<file path="src/rtl/mem_arb_pkg.sv">
// mem_arb_pkg: shared types and default widths for the memory arbiter.
// Optional round-robin arbitration is enabled with MEM_ARB_RR_EN.
package mem_arb_pkg;

    localparam int MEM_ARB_ADDR_W = 32;
    localparam int MEM_ARB_DATA_W = 32;

    typedef enum logic [1:0] {
        IDLE,
        REQ,
        WAIT
    } state_t;

    typedef enum logic {
        OWN_IFU,
        OWN_LSU
    } owner_t;

endpackage

</file>
<file path="src/rtl/mem_arb_grant.sv">
// mem_arb_grant: picks IFU or LSU while the arbiter is idle.
// MEM_ARB_RR_EN selects round-robin; otherwise the LSU has fixed priority.
module mem_arb_grant
    import mem_arb_pkg::*;
(
`ifdef MEM_ARB_RR_EN
    input  logic clock,
    input  logic reset,
`endif
    input  logic i_idle,
    input  logic i_ifu_valid,
    input  logic i_lsu_valid,
    output logic o_gnt_ifu,
    output logic o_gnt_lsu
);

`ifdef MEM_ARB_RR_EN
    owner_t r_ptr;

    // Pointer names the preferred requester; flips after every grant.
    always_ff @(posedge clock or posedge reset) begin
        if (reset) begin
            r_ptr <= OWN_IFU;
        end else if (o_gnt_ifu) begin
            r_ptr <= OWN_LSU;
        end else if (o_gnt_lsu) begin
            r_ptr <= OWN_IFU;
        end
    end

    // On a tie the pointer holder wins.
    always_comb begin
        o_gnt_lsu = i_idle & i_lsu_valid
                  & (~i_ifu_valid | (r_ptr == OWN_LSU));
        o_gnt_ifu = i_idle & i_ifu_valid
                  & (~i_lsu_valid | (r_ptr == OWN_IFU));
    end
`else
    // LSU always wins a tie; IFU stalls behind it.
    always_comb begin
        o_gnt_lsu = i_idle & i_lsu_valid;
        o_gnt_ifu = i_idle & i_ifu_valid & ~i_lsu_valid;
    end
`endif

endmodule

</file>
<file path="src/rtl/mem_arbiter.sv">
// mem_arbiter: shares one memory port between IFU and LSU, one
// transaction in flight. Build with MEM_ARB_RR_EN for round-robin.
module mem_arbiter
    import mem_arb_pkg::*;
#(
    parameter int ADDR_W = MEM_ARB_ADDR_W,
    parameter int DATA_W = MEM_ARB_DATA_W
) (
    input  logic                clock,
    input  logic                reset,
    input  logic                ifu_req_valid,
    output logic                ifu_req_ready,
    input  logic [ADDR_W-1:0]   ifu_addr,
    output logic                ifu_resp_valid,
    output logic [DATA_W-1:0]   ifu_rdata,
    input  logic                lsu_req_valid,
    output logic                lsu_req_ready,
    input  logic [ADDR_W-1:0]   lsu_addr,
    input  logic                lsu_wen,
    input  logic [DATA_W-1:0]   lsu_wdata,
    input  logic [DATA_W/8-1:0] lsu_wmask,
    output logic                lsu_resp_valid,
    output logic [DATA_W-1:0]   lsu_rdata,
    output logic                mem_req_valid,
    input  logic                mem_req_ready,
    output logic [ADDR_W-1:0]   mem_addr,
    output logic                mem_wen,
    output logic [DATA_W-1:0]   mem_wdata,
    output logic [DATA_W/8-1:0] mem_wmask,
    input  logic                mem_resp_valid,
    input  logic [DATA_W-1:0]   mem_rdata
);

    localparam int MASK_W = DATA_W / 8;

    state_t              r_state;
    state_t              w_next;
    owner_t              r_owner;
    logic [ADDR_W-1:0]   r_addr;
    logic                r_wen;
    logic [DATA_W-1:0]   r_wdata;
    logic [MASK_W-1:0]   r_wmask;
    logic [DATA_W-1:0]   r_ifu_rdata;
    logic [DATA_W-1:0]   r_lsu_rdata;
    logic                r_ifu_resp;
    logic                r_lsu_resp;
    logic                w_idle;
    logic                w_resp;
    logic                w_gnt_ifu;
    logic                w_gnt_lsu;

    assign w_idle = (r_state == IDLE);
    assign w_resp = (r_state == WAIT) & mem_resp_valid;

    mem_arb_grant u_grant (
`ifdef MEM_ARB_RR_EN
        .clock       (clock),
        .reset       (reset),
`endif
        .i_idle      (w_idle),
        .i_ifu_valid (ifu_req_valid),
        .i_lsu_valid (lsu_req_valid),
        .o_gnt_ifu   (w_gnt_ifu),
        .o_gnt_lsu   (w_gnt_lsu)
    );

    assign ifu_req_ready  = w_gnt_ifu;
    assign lsu_req_ready  = w_gnt_lsu;
    assign mem_req_valid  = (r_state == REQ);
    assign mem_addr       = r_addr;
    assign mem_wen        = r_wen;
    assign mem_wdata      = r_wdata;
    assign mem_wmask      = r_wmask;
    assign ifu_resp_valid = r_ifu_resp;
    assign lsu_resp_valid = r_lsu_resp;
    assign ifu_rdata      = r_ifu_rdata;
    assign lsu_rdata      = r_lsu_rdata;

    // State register.
    always_ff @(posedge clock or posedge reset) begin
        if (reset) begin
            r_state <= IDLE;
        end else begin
            r_state <= w_next;
        end
    end

    // Next state: grant -> issue -> wait for the single response.
    always_comb begin
        w_next = r_state;
        unique case (r_state)
            IDLE: if (w_gnt_ifu | w_gnt_lsu) w_next = REQ;
            REQ:  if (mem_req_ready)         w_next = WAIT;
            WAIT: if (mem_resp_valid)        w_next = IDLE;
            default:                         w_next = IDLE;
        endcase
    end

    // Latch the granted request; IFU is always a plain read.
    always_ff @(posedge clock or posedge reset) begin
        if (reset) begin
            r_owner <= OWN_IFU;
            r_addr  <= '0;
            r_wen   <= 1'b0;
            r_wdata <= '0;
            r_wmask <= '0;
        end else if (w_gnt_lsu) begin
            r_owner <= OWN_LSU;
            r_addr  <= lsu_addr;
            r_wen   <= lsu_wen;
            r_wdata <= lsu_wdata;
            r_wmask <= lsu_wmask;
        end else if (w_gnt_ifu) begin
            r_owner <= OWN_IFU;
            r_addr  <= ifu_addr;
            r_wen   <= 1'b0;
            r_wdata <= '0;
            r_wmask <= '0;
        end
    end

    // Route the response to its owner; writes return zero data.
    always_ff @(posedge clock or posedge reset) begin
        if (reset) begin
            r_ifu_resp  <= 1'b0;
            r_lsu_resp  <= 1'b0;
            r_ifu_rdata <= '0;
            r_lsu_rdata <= '0;
        end else begin
            r_ifu_resp <= w_resp & (r_owner == OWN_IFU);
            r_lsu_resp <= w_resp & (r_owner == OWN_LSU);
            if (w_resp) begin
                if (r_owner == OWN_IFU) begin
                    r_ifu_rdata <= mem_rdata;
                end else begin
                    r_lsu_rdata <= r_wen ? '0 : mem_rdata;
                end
            end
        end
    end

endmodule
</file>
<file path="config.mk">
export PLATFORM = sky130hd
export DESIGN_NAME = mem_arbiter
export DESIGN_NICKNAME = d
export VERILOG_FILES = /design/src/rtl/mem_arb_pkg.sv /design/src/rtl/mem_arb_grant.sv /design/src/rtl/mem_arbiter.sv
export SDC_FILE = /design/constraint.sdc
export NUM_CORES = 1
export LEC_CHECK = 0
export ABC_CLOCK_PERIOD_IN_PS = 6670
export CORE_MARGIN = 5
export CORE_UTILIZATION = 44
export DETAILED_ROUTE_END_ITERATION = 12
export PLACE_DENSITY = 0.87
export SYNTH_ARGS = -nofsm -noshare
export SYNTH_HDL_FRONTEND = slang
export SYNTH_SLANG_ARGS = --single-unit
</file>
<file path="constraint.sdc">
create_clock -name clock -period 6.67 [get_ports clock]
set_input_delay 0.667 -clock clock [delete_from_list [all_inputs] [get_ports clock]]
set_output_delay 0.667 -clock clock [all_outputs]
set_load 0.01 [all_outputs]
</file>
Word level (Yosys, flattened, before mapping)
Cells that the tools add are included.
Widths: inputs -> output; s select.

cells by class
  equal/unequal tests = 5
  multiplexer cells = 14
  bitwise gates (word level) = 9
  reductions and logical operators = 5

operators by type and width
  cell                number
  $mux 32             5
  $mux 4              2
  $and 1x1->1         6
  $mux 2              3
  $pmux 2 s3          1
  $ne 2x2->1 const B  2
  $reduce_and 2->1    2
  $mux 1              3
  $reduce_and 3->1    1
  $eq 2x1->1 const B  1
  $eq 2x2->1 const B  1
  $logic_not 2->1     1
  $ne 2x1->1 const B  1
  $not 1->1           2
  $reduce_bool 2->1   1
  $or 1x1->1          1

word-level totals
  bits in registers = 138
  logic and storage cells = 43

Depth between registers and ports, before layout
Gate-level depths: netlist of run 1.

  word-level depth = 6
  gate-level depth with buffers = 5
  gate-level depth less buffers = 3

Modules after synthesis
From an unflattened synthesis of run 1, not the netlist that was laid out.

second synthesis, totals
  cell total of the unflattened synthesis = 485
  area, all modules = 6,060.8 um^2

by module, submodules not included
  module         times used  cells an instance  area each (um^2)  sequential area each (um^2)
  mem_arbiter    1           483                6,044.5           3,453.3
  mem_arb_grant  1           2                  16.3              0.0

Worst setup path after synthesis of run 1
OpenSTA, ideal clock, no wires.

  path kind = input-to-output
  start = in lsu_req_valid
  end = out ifu_req_ready
  data arrival time = 1.508 ns
  setup slack = 4.495 ns
  stages on the path = 3
  buffers on the path = 2
  path through = buf_4 -> buf_2 -> nor4b_1

between the ends
  word-level cells in the longest chain between the ends = 2

ends and longest elaborated chain
  what             line                 RTL
  start, declared  mem_arbiter.sv:16    input logic lsu_req_valid,
  $not 1->1        mem_arb_grant.sv:42  o_gnt_ifu = i_idle & i_ifu_valid & ~i_lsu_valid;
  $and 1x1->1      mem_arb_grant.sv:42
  end, declared    mem_arbiter.sv:12    output logic ifu_req_ready,

Every way passes these cells.

Final worst setup path of run 1
  start = in lsu_req_valid
  end = out lsu_req_ready

between the ends
  word-level cells in the longest chain between the ends = 1

ends and longest elaborated chain
  what           line                 RTL
  $and 1x1->1    mem_arb_grant.sv:41  o_gnt_lsu = i_idle & i_lsu_valid;
  end, declared  mem_arbiter.sv:17    output logic lsu_req_ready,

Every way passes these cells.

==> flow_metrics.tcl, run 1 <==
set metrics [dict create \
    rrSetupSlack_ps 4760 \
    ys.warnings.count 0 \
    num_rows 41 \
    use_met1_pct 25.7 \
    cts_sinks 138 \
    cts_tree "done" \
    slew_viol_final 0 \
    path_delay_family "buffers and inverters" \
    cts_buffer_depth 2 \
    drv_cap 0 \
    finalHoldWorstSlack_ps 477 \
    cts-root-buf "clkbuf_16" \
    dieArea_sq_mm 0.0151 \
    fin_area_sq_mm 0.00908 \
    antenna_found_initial 0 \
    min_period_ps 3480 \
    worst_path_largest_cell_delay_ps 630 \
    port_buffers 276 \
    core_area_sq_mm 0.0125 \
    hold_path_class "reg -> reg" \
    grt_pass1_vias 4707 \
    cts-buffers-inserted 17 \
    layout_common_cells "276 x clkdlybuf4s50_1, 138 x dfrtp_1, 64 x mux2_2" \
    met2_usage_pct 38.4 \
    io_pins 277 \
    crit_path_start_kind "input port" \
    critPathCaptureType "output pin" \
    critPathRequiredTime_ps 6000 \
    synth_cells 411 \
    wl_per_cell_um 19.2 \
    setup_tns_ps 0 \
    place_area_sq_mm 0.00849 \
    swShare_pct 31.2 \
    p_clk_share_pct 22.5 \
    worstMarginPinSlew_ps 984 \
    postCtsHoldBufs 0 \
    dp_hpwl_um 12000 \
    cts.repair.resized 0 \
    worstPathCellList "clkdlybuf4s50_1, buf_4, nor3b_4, buf_4, clkdlybuf4s50_1" \
    drc 0 \
    combPwrFrac_pct 41.8 \
    drive_gt1_share_pct 14.9 \
    rsz0062_at_grt "no" \
    fin_skew_ps 7.10 \
    layoutNonFillerInstCount 868 \
    min_to "lsu_rdata[0]" \
    syn_avg_cell_area_sq_um 13.6 \
    place_congestion 0.764 \
    initial_core_util_pct 44.7 \
    r2r_cells 4 \
    ir_drop_uv 209 \
    power_density_mw_per_mm2 447 \
    path_buf_inv 4 \
    power_frac_seq_pct 35.7 \
    internal_power_uw 2790 \
    synth_area_leaders "dfrtp_1 62%, mux2_2 13%, mux2_1 6.4%, a22o_1 6.0%, nand2b_1 3.7%" \
    postCtsSetupBuffers 0 \
    syn_nets 550 \
    clk_transition_reported_paths_ps 50 \
    dp_slack_ps 3200 \
    p_sw_uw 1270 \
    max_freq_mhz 287 \
    regToRegStartpoint "r_state[0]" \
    synth_top_area_share_pct 61.8 \
    criticalPathCategory "in -> out" \
    yosysUniqueCellTypes 18 \
    mostFrequentLayoutCell "clkdlybuf4s50_1" \
    drt-vias-per-instance 5.04 \
    finalHoldViolCount 0 \
    dieHeight_um 123 \
    leakage_uw 0.00391 \
    setup-violations-final 0 \
    grt_max_degree 83 \
    fin_crit_sh_pct 52.2 \
    top_usage_layer "met2" \
    yosys.area.top_type "dfrtp_1" \
    ant_nets 0 \
    slew_headroom_pct 34.4 \
    grt_first_pass_wirelength_um 25700 \
    ys_seq_area_share_pct 61.8 \
    fp.dieW_um 123 \
    gr-total-overflow 0 \
    grt_util_all_layers_pct 22.6 \
    clk-insertion-delay-late_ps 410 \
    drt_iter0_drc 373 \
    wirelength_um 16700 \
    htreeDepth 4 \
    cp_max_fo 39 \
    r2r_end "mem_addr[25]" \
    hold_path_depth 2 \
    synth_area_sq_mm 0.00559 \
    crit_path_start "lsu_req_valid" \
    grtUsageMet3_pct 8.94 \
    first_pass_iters 6 \
    fin_ws_ps 3190 \
    arrival_ps 2810 \
    yosys_register_bits 138 \
    place_inst 836 \
    min_from "lsu_rdata[0]" \
    nNetsFinal 822 \
    via_count 4376 \
    syn_to_final_growth_pct 62.4 \
    status "finished clean" \
    n_antenna_cell 0 \
    crit_slowest_cell "clkdlybuf4s50_1" \
]
cells by family (layout without fill, tap and decap cells):
logic type / after synthesis / after routing / share of synthesized area (%)
flip-flops: 138 / 138 / 61.8
multiplexers: 96 / 96 / 19.3
AND/OR/NAND/NOR: 73 / 73 / 6.83
AO/OA/AOI/OAI: 72 / 72 / 9.06
buffers and inverters: 32 / 317 / 3.00
routing by layer:
layer	up-vias	share of wire [%]
met2	208	51
met3	29	10
met1	2147	37
met4	0	2.0
li1	1992	-
met5	-	0
power by group through the flow:
stage / Clock (uW) / Combinational, uW / Sequential, uW
global placement: 0 / 1660 / 1430
CTS: 926 / 1720 / 1450
global route: 971 / 1810 / 1500
finish: 913 / 1700 / 1450
floorplan: 0 / 563 / 1570
detailed placement: 0 / 1700 / 1460
worst max-delay path by stage:
| stage | endpoint | slack (ps) | depth (start not counted) |
|---|---|---|---|
| 3_3_place_gp | lsu_req_ready | 3250 | 5 |
| 4_1_cts | lsu_req_ready | 3190 | 5 |
| 6_report | lsu_req_ready | 3190 | 5 |
| 2_1_floorplan | ifu_rdata[0] | 2310 | 1 |
| 5_1_grt | lsu_req_ready | 3080 | 5 |
| 3_5_place_dp | lsu_req_ready | 3200 | 5 |
synth_stat cells:
cell type	count
nor3b_2	1
buf_4	1
nand2_1	32
nand2b_1	33
mux2_1	32
nand4b_1	1
inv_1	3
nor4bb_1	1
nor4b_1	1
dfrtp_1	138
o21ai_2	1
o21ai_0	33
a22o_1	38
buf_6	3
nor2_1	4
mux2_2	64
clkbuf_1	8
buf_2	17
state kept, by name, summed over array words and instances (netlist names), 2 cells and up:
name / count
mem_addr: 32
mem_wmask: 4
lsu_rdata: 32
mem_wdata: 32
r_state: 2
ifu_rdata: 32
through the flow:
step / power, uW / util (%)
2_1_floorplan: 2140 / -
3_3_place_gp: 3090 / 67.8
3_5_place_dp: 3160 / 67.8
4_1_cts: 4100 / 72.5
5_1_grt: 4280 / 72.5
6_report: 4060 / 72.5
tightest hold or removal path, cell delays in order (launching register included):
cell and delay (ps):
dfrtp_1 340, nand2_1 50, o21ai_0 60
cell type report:
cell class | instances | area (sq um)
inverters | 3 | 16.3
well taps | 172 | 215
clock inverters | 8 | 83.8
repair buffers | 282 | 2810
multi-input cells | 241 | 2000
clock buffers | 24 | 502
flip-flops and latches | 138 | 3450
fillers | 876 | 3440
No activity file was read; power rests on OpenSTA's default activity.
==> inputs of run 2 (changes only) <==
Settings changed: ABC_CLOCK_PERIOD_IN_PS 6670 to 3500, CORE_UTILIZATION 44 to 40, PLACE_DENSITY 0.87 to 0.8.
Clock period 6.67 ns to 3.5 ns, I/O delays scaled along.
==> run 2 against run 1 <==
Critical endpoint unchanged. Total power is 95% higher. First-iteration DRC count decreased by 58%. Largest power group unchanged. Utilization is 5.9 points lower.
==> flow_metrics.tcl, run 2 (synthesized netlist as in run 1, its figures left out) <==
set metrics [dict create \
    status "finished clean" \
    path_buf_inv 3 \
    setup-violations-final 0 \
    initial_core_util_pct 40.6 \
    grt_max_degree 88 \
    arrival_ps 2120 \
    num_rows 43 \
    dieHeight_um 128 \
    cts_buffer_depth 2 \
    cts-root-buf "clkbuf_16" \
    layout_common_cells "276 x clkdlybuf4s50_1, 138 x dfrtp_1, 64 x mux2_2" \
    nFillCells 1031 \
    via_count 4347 \
    first_pass_iters 4 \
    path_delay_family "buffers and inverters" \
    crit_path_start_kind "input port" \
    fin_crit_sh_pct 70.7 \
    htreeDepth 4 \
    ant_nets 0 \
    syn_to_final_growth_pct 64.1 \
    crit_slowest_cell "clkdlybuf4s50_1" \
    place_inst 845 \
    io_pins 277 \
    cp_max_fo 34 \
    ir_drop_uv 582 \
    slew_viol_final 0 \
    min_period_ps 2470 \
    criticalPathCategory "in -> out" \
    place_congestion 0.788 \
    drt_iter0_drc 158 \
    clk-insertion-delay-late_ps 400 \
    antenna_found_initial 0 \
    drv_cap 0 \
    setup_tns_ps 0 \
    wl_per_cell_um 18.2 \
    layoutNonFillerInstCount 877 \
    power_density_mw_per_mm2 861 \
    dieArea_sq_mm 0.0164 \
    critPathRequiredTime_ps 3150 \
    dp_hpwl_um 11900 \
    postCtsHoldBufs 0 \
    worst_path_largest_cell_delay_ps 580 \
    n_antenna_cell 0 \
    rsz0062_at_grt "no" \
    slew_headroom_pct 37.1 \
    path_common_cell "clkdlybuf4s50_1" \
    drc 0 \
    cts.repair.resized 0 \
    fin_skew_ps 7.06 \
    nNetsFinal 823 \
    drive_gt1_share_pct 14.9 \
    leakage_uw 0.00393 \
    port_buffers 276 \
    mostFrequentLayoutCell "clkdlybuf4s50_1" \
    cts_sinks 138 \
    grt_util_all_layers_pct 19.6 \
    fin_ws_ps 1030 \
    max_freq_mhz 404 \
    cts_tree "done" \
    drt-vias-per-instance 4.96 \
    critPathCaptureType "output pin" \
    clk_transition_reported_paths_ps 50 \
    dp_slack_ps 1010 \
    fp.dieW_um 128 \
    hold_path_class "in -> async" \
    finalPower_uw 7900 \
    postCtsSetupBuffers 0 \
    grt_pass1_vias 4654 \
    core_area_sq_mm 0.0138 \
    finalHoldViolCount 0 \
    worstPathCellList "clkdlybuf4s50_1, buf_4, nor3b_4, clkdlybuf4s50_1" \
    wirelength_um 15900 \
    cts-buffers-inserted 17 \
    gr-total-overflow 0 \
    grt_first_pass_wirelength_um 25000 \
    worstMarginPinSlew_ps 943 \
]
## run 2: worst paths after layout
check	from	to	slack, ps	depth (start not counted)
max	lsu_req_valid	lsu_req_ready	1030	4
min	reset	r_state[1]	430	3
max reg2reg	r_state[0]	mem_addr[24]	1550	4
min reg2reg	lsu_rdata[28]	lsu_rdata[28]	480	2
max in group asynchronous	reset	ifu_rdata[17]	2540	3
min in group clock	lsu_rdata[28]	lsu_rdata[28]	480	2
## run 2: where the power goes
group / internal, uW / switching, uW
combinational: 1940 / 1260
clock: 1310 / 640
sequential: 2300 / 455
## run 2: per-layer routing
metal,part of all wire (%),GRT usage [%]
met1,38,23.1
met2,49,32.4
met3,9.1,6.54
met4,3.1,9.11
met5,0,0
## run 2: metrics by stage
stage / util [%] / area (sq um) / hold WS, ps
detailed placement: 61.9 / 8520 / 471
finish: 66.6 / 9170 / 432
global placement: 61.9 / 8520 / 461
floorplan: - / 5590 / 458
CTS: 66.6 / 9170 / 461
global route: 66.6 / 9170 / 468
## run 2: worst register-to-register path: cells and delay by family, from the launching register on
family	cells	cell delay [ps]
compound gates	1	70
simple gates	1	130
buf+inv	1	640
flops	1	570
mux	1	430
## run 2: final cells by class
cell class | instances | area (sq um) | area share, %
Clock buffer | 22 | 464 | 5.06
Clock inverter | 10 | 188 | 2.05
Inverter | 3 | 15.0 | 0.164
Multi-Input combinational cell | 241 | 2000 | 21.8
Sequential cell | 138 | 3450 | 37.7
Tap cell | 180 | 225 | 2.46
Timing Repair Buffer | 283 | 2830 | 30.8
==> inputs of run 3 (changes only) <==
Settings changed: ABC_CLOCK_PERIOD_IN_PS 3500 to 2400.
Clock period 3.5 ns to 2.4 ns, I/O delays scaled along.
==> run 3 against run 2 <==
Clock skew grew 2.2 ps. Critical path depth shrank 1. Via count shrank 0.67%. Sequential share of layout area shrank 0.23 points. Non-clock buffer count rose by 6. Combinational power grew 51%. Utilization grew 0.42 points. Critical path type is now reg -> out. First-iteration DRC count is 32% higher.
==> flow_metrics.tcl, run 3 (synthesized netlist as in run 1, its figures left out) <==
set metrics [dict create \
    status "finished clean" \
    criticalPathCategory "reg -> out" \
    layout_common_cells "276 x clkdlybuf4s50_1, 138 x dfrtp_1, 64 x mux2_2" \
    grt_max_degree 71 \
    fin_crit_sh_pct 91.7 \
    postCtsHoldBufs 0 \
    worstMarginPinSlew_ps 733 \
    htreeDepth 4 \
    setup-violations-final 0 \
    ant_nets 0 \
    cts-buffers-inserted 17 \
    drt-vias-per-instance 4.89 \
    internal_power_uw 8070 \
    wirelength_um 16100 \
    clk-insertion-delay-late_ps 410 \
    dieHeight_um 128 \
    mostFrequentLayoutCell "clkdlybuf4s50_1" \
    swShare_pct 30.1 \
    leakage_uw 0.00396 \
    core_area_sq_mm 0.0138 \
    setup_tns_ps 0 \
    hold_path_class "in -> async" \
    syn_to_final_growth_pct 65.1 \
    nNetsFinal 829 \
    antenna_found_initial 0 \
    p_sw_uw 3480 \
    io_pins 277 \
    fin_area_sq_mm 0.00923 \
    initial_core_util_pct 40.6 \
    max_freq_mhz 454 \
    port_buffers 276 \
    min_period_ps 2200 \
    postCtsSetupBuffers 0 \
    fp.dieW_um 128 \
    drt_iter0_drc 208 \
    critPathRequiredTime_ps 2160 \
    cts-root-buf "clkbuf_16" \
    critPathCaptureType "output pin" \
    place_area_sq_mm 0.00859 \
    cts.repair.resized 0 \
    dieArea_sq_mm 0.0164 \
    r2r_cells 4 \
    via_count 4318 \
    combPwrFrac_pct 41.8 \
    p_clk_share_pct 24.1 \
    slew_viol_final 0 \
    grt_util_all_layers_pct 20.1 \
    num_rows 43 \
    dp_hpwl_um 12000 \
    power_density_mw_per_mm2 1250 \
    finalHoldViolCount 0 \
    first_pass_iters 6 \
    gr-total-overflow 0 \
    wl_per_cell_um 18.3 \
    cts_tree "done" \
    grt_pass1_vias 4671 \
    grt_first_pass_wirelength_um 25400 \
    n_antenna_cell 0 \
    cts_buffer_depth 2 \
    fin_skew_ps 9.23 \
    crit_path_start_kind "flip-flop" \
    clk_transition_reported_paths_ps 50 \
    cts_sinks 138 \
    ir_drop_uv 847 \
    cp_max_fo 2 \
    drv_cap 0 \
    rsz0062_at_grt "no" \
    drive_gt1_share_pct 15.8 \
    slew_headroom_pct 51.1 \
    arrival_ps 1960 \
    drc 0 \
    place_congestion 0.772 \
    power_frac_seq_pct 34.1 \
]
==> run 3: changes by cell type in the layout (fill, tap and decap cells not counted), sizes merged <==
cell,change
bufinv,-1
clkinv,+1
buf,+6
clkinvlp,+1
inv,-1
==> run 3: layer usage <==
layer | share of wire [%] | global-route usage (%)
met1 | 39 | 23.5
met2 | 50 | 33.1
met3 | 8.7 | 7.63
met4 | 2.4 | 8.11
met5 | 0 | 0
==> run 3: power groups by stage <==
stage,sequential [uW],combinational (uW),clock [uW]
floorplan,4380,1570,0
global placement,3910,4790,0
detailed placement,3960,4890,0
CTS,3940,4920,2840
global route,4070,5200,2940
finish,3930,4830,2780
==> run 3: worst max-delay path, stage by stage, from the launching register on <==
cell and delay [ps]:
dfrtp_1 400, nor4b_1 440, buf_4 190, clkdlybuf4s50_1 530
==> run 3: cell type report <==
cell class / instances / area (sq um)
clock buffer: 22 / 474
clock inverter: 10 / 165
fill: 1036 / 4540
inverter: 3 / 15.0
multi-input combinational: 241 / 2000
sequential: 138 / 3450
tap: 180 / 225
timing repair buffer: 289 / 2900
==> run 3: through the flow <==
step	util, %	setup WS, ps	power [uW]	hold WS [ps]	std cells
finish	67.0	199	11500	331	883
global placement	62.4	305	8690	461	851
floorplan	-	439	5940	348	411
detailed placement	62.4	291	8850	471	851
CTS	67.0	159	11700	341	883
global route	67.0	122	12200	398	883
==> run 3: final timing paths <==
check / startpoint / to / slack, ps
setup / recovery: r_state[1] / ifu_req_ready / 200
hold / removal: reset / mem_wdata[1] / 330
setup reg to reg: r_state[0] / ifu_rdata[25] / 750
hold reg to reg: lsu_rdata[30] / lsu_rdata[30] / 480
max in group asynchronous: reset / lsu_rdata[9] / 1480
min in group clock: mem_rdata[0] / lsu_rdata[0] / 420
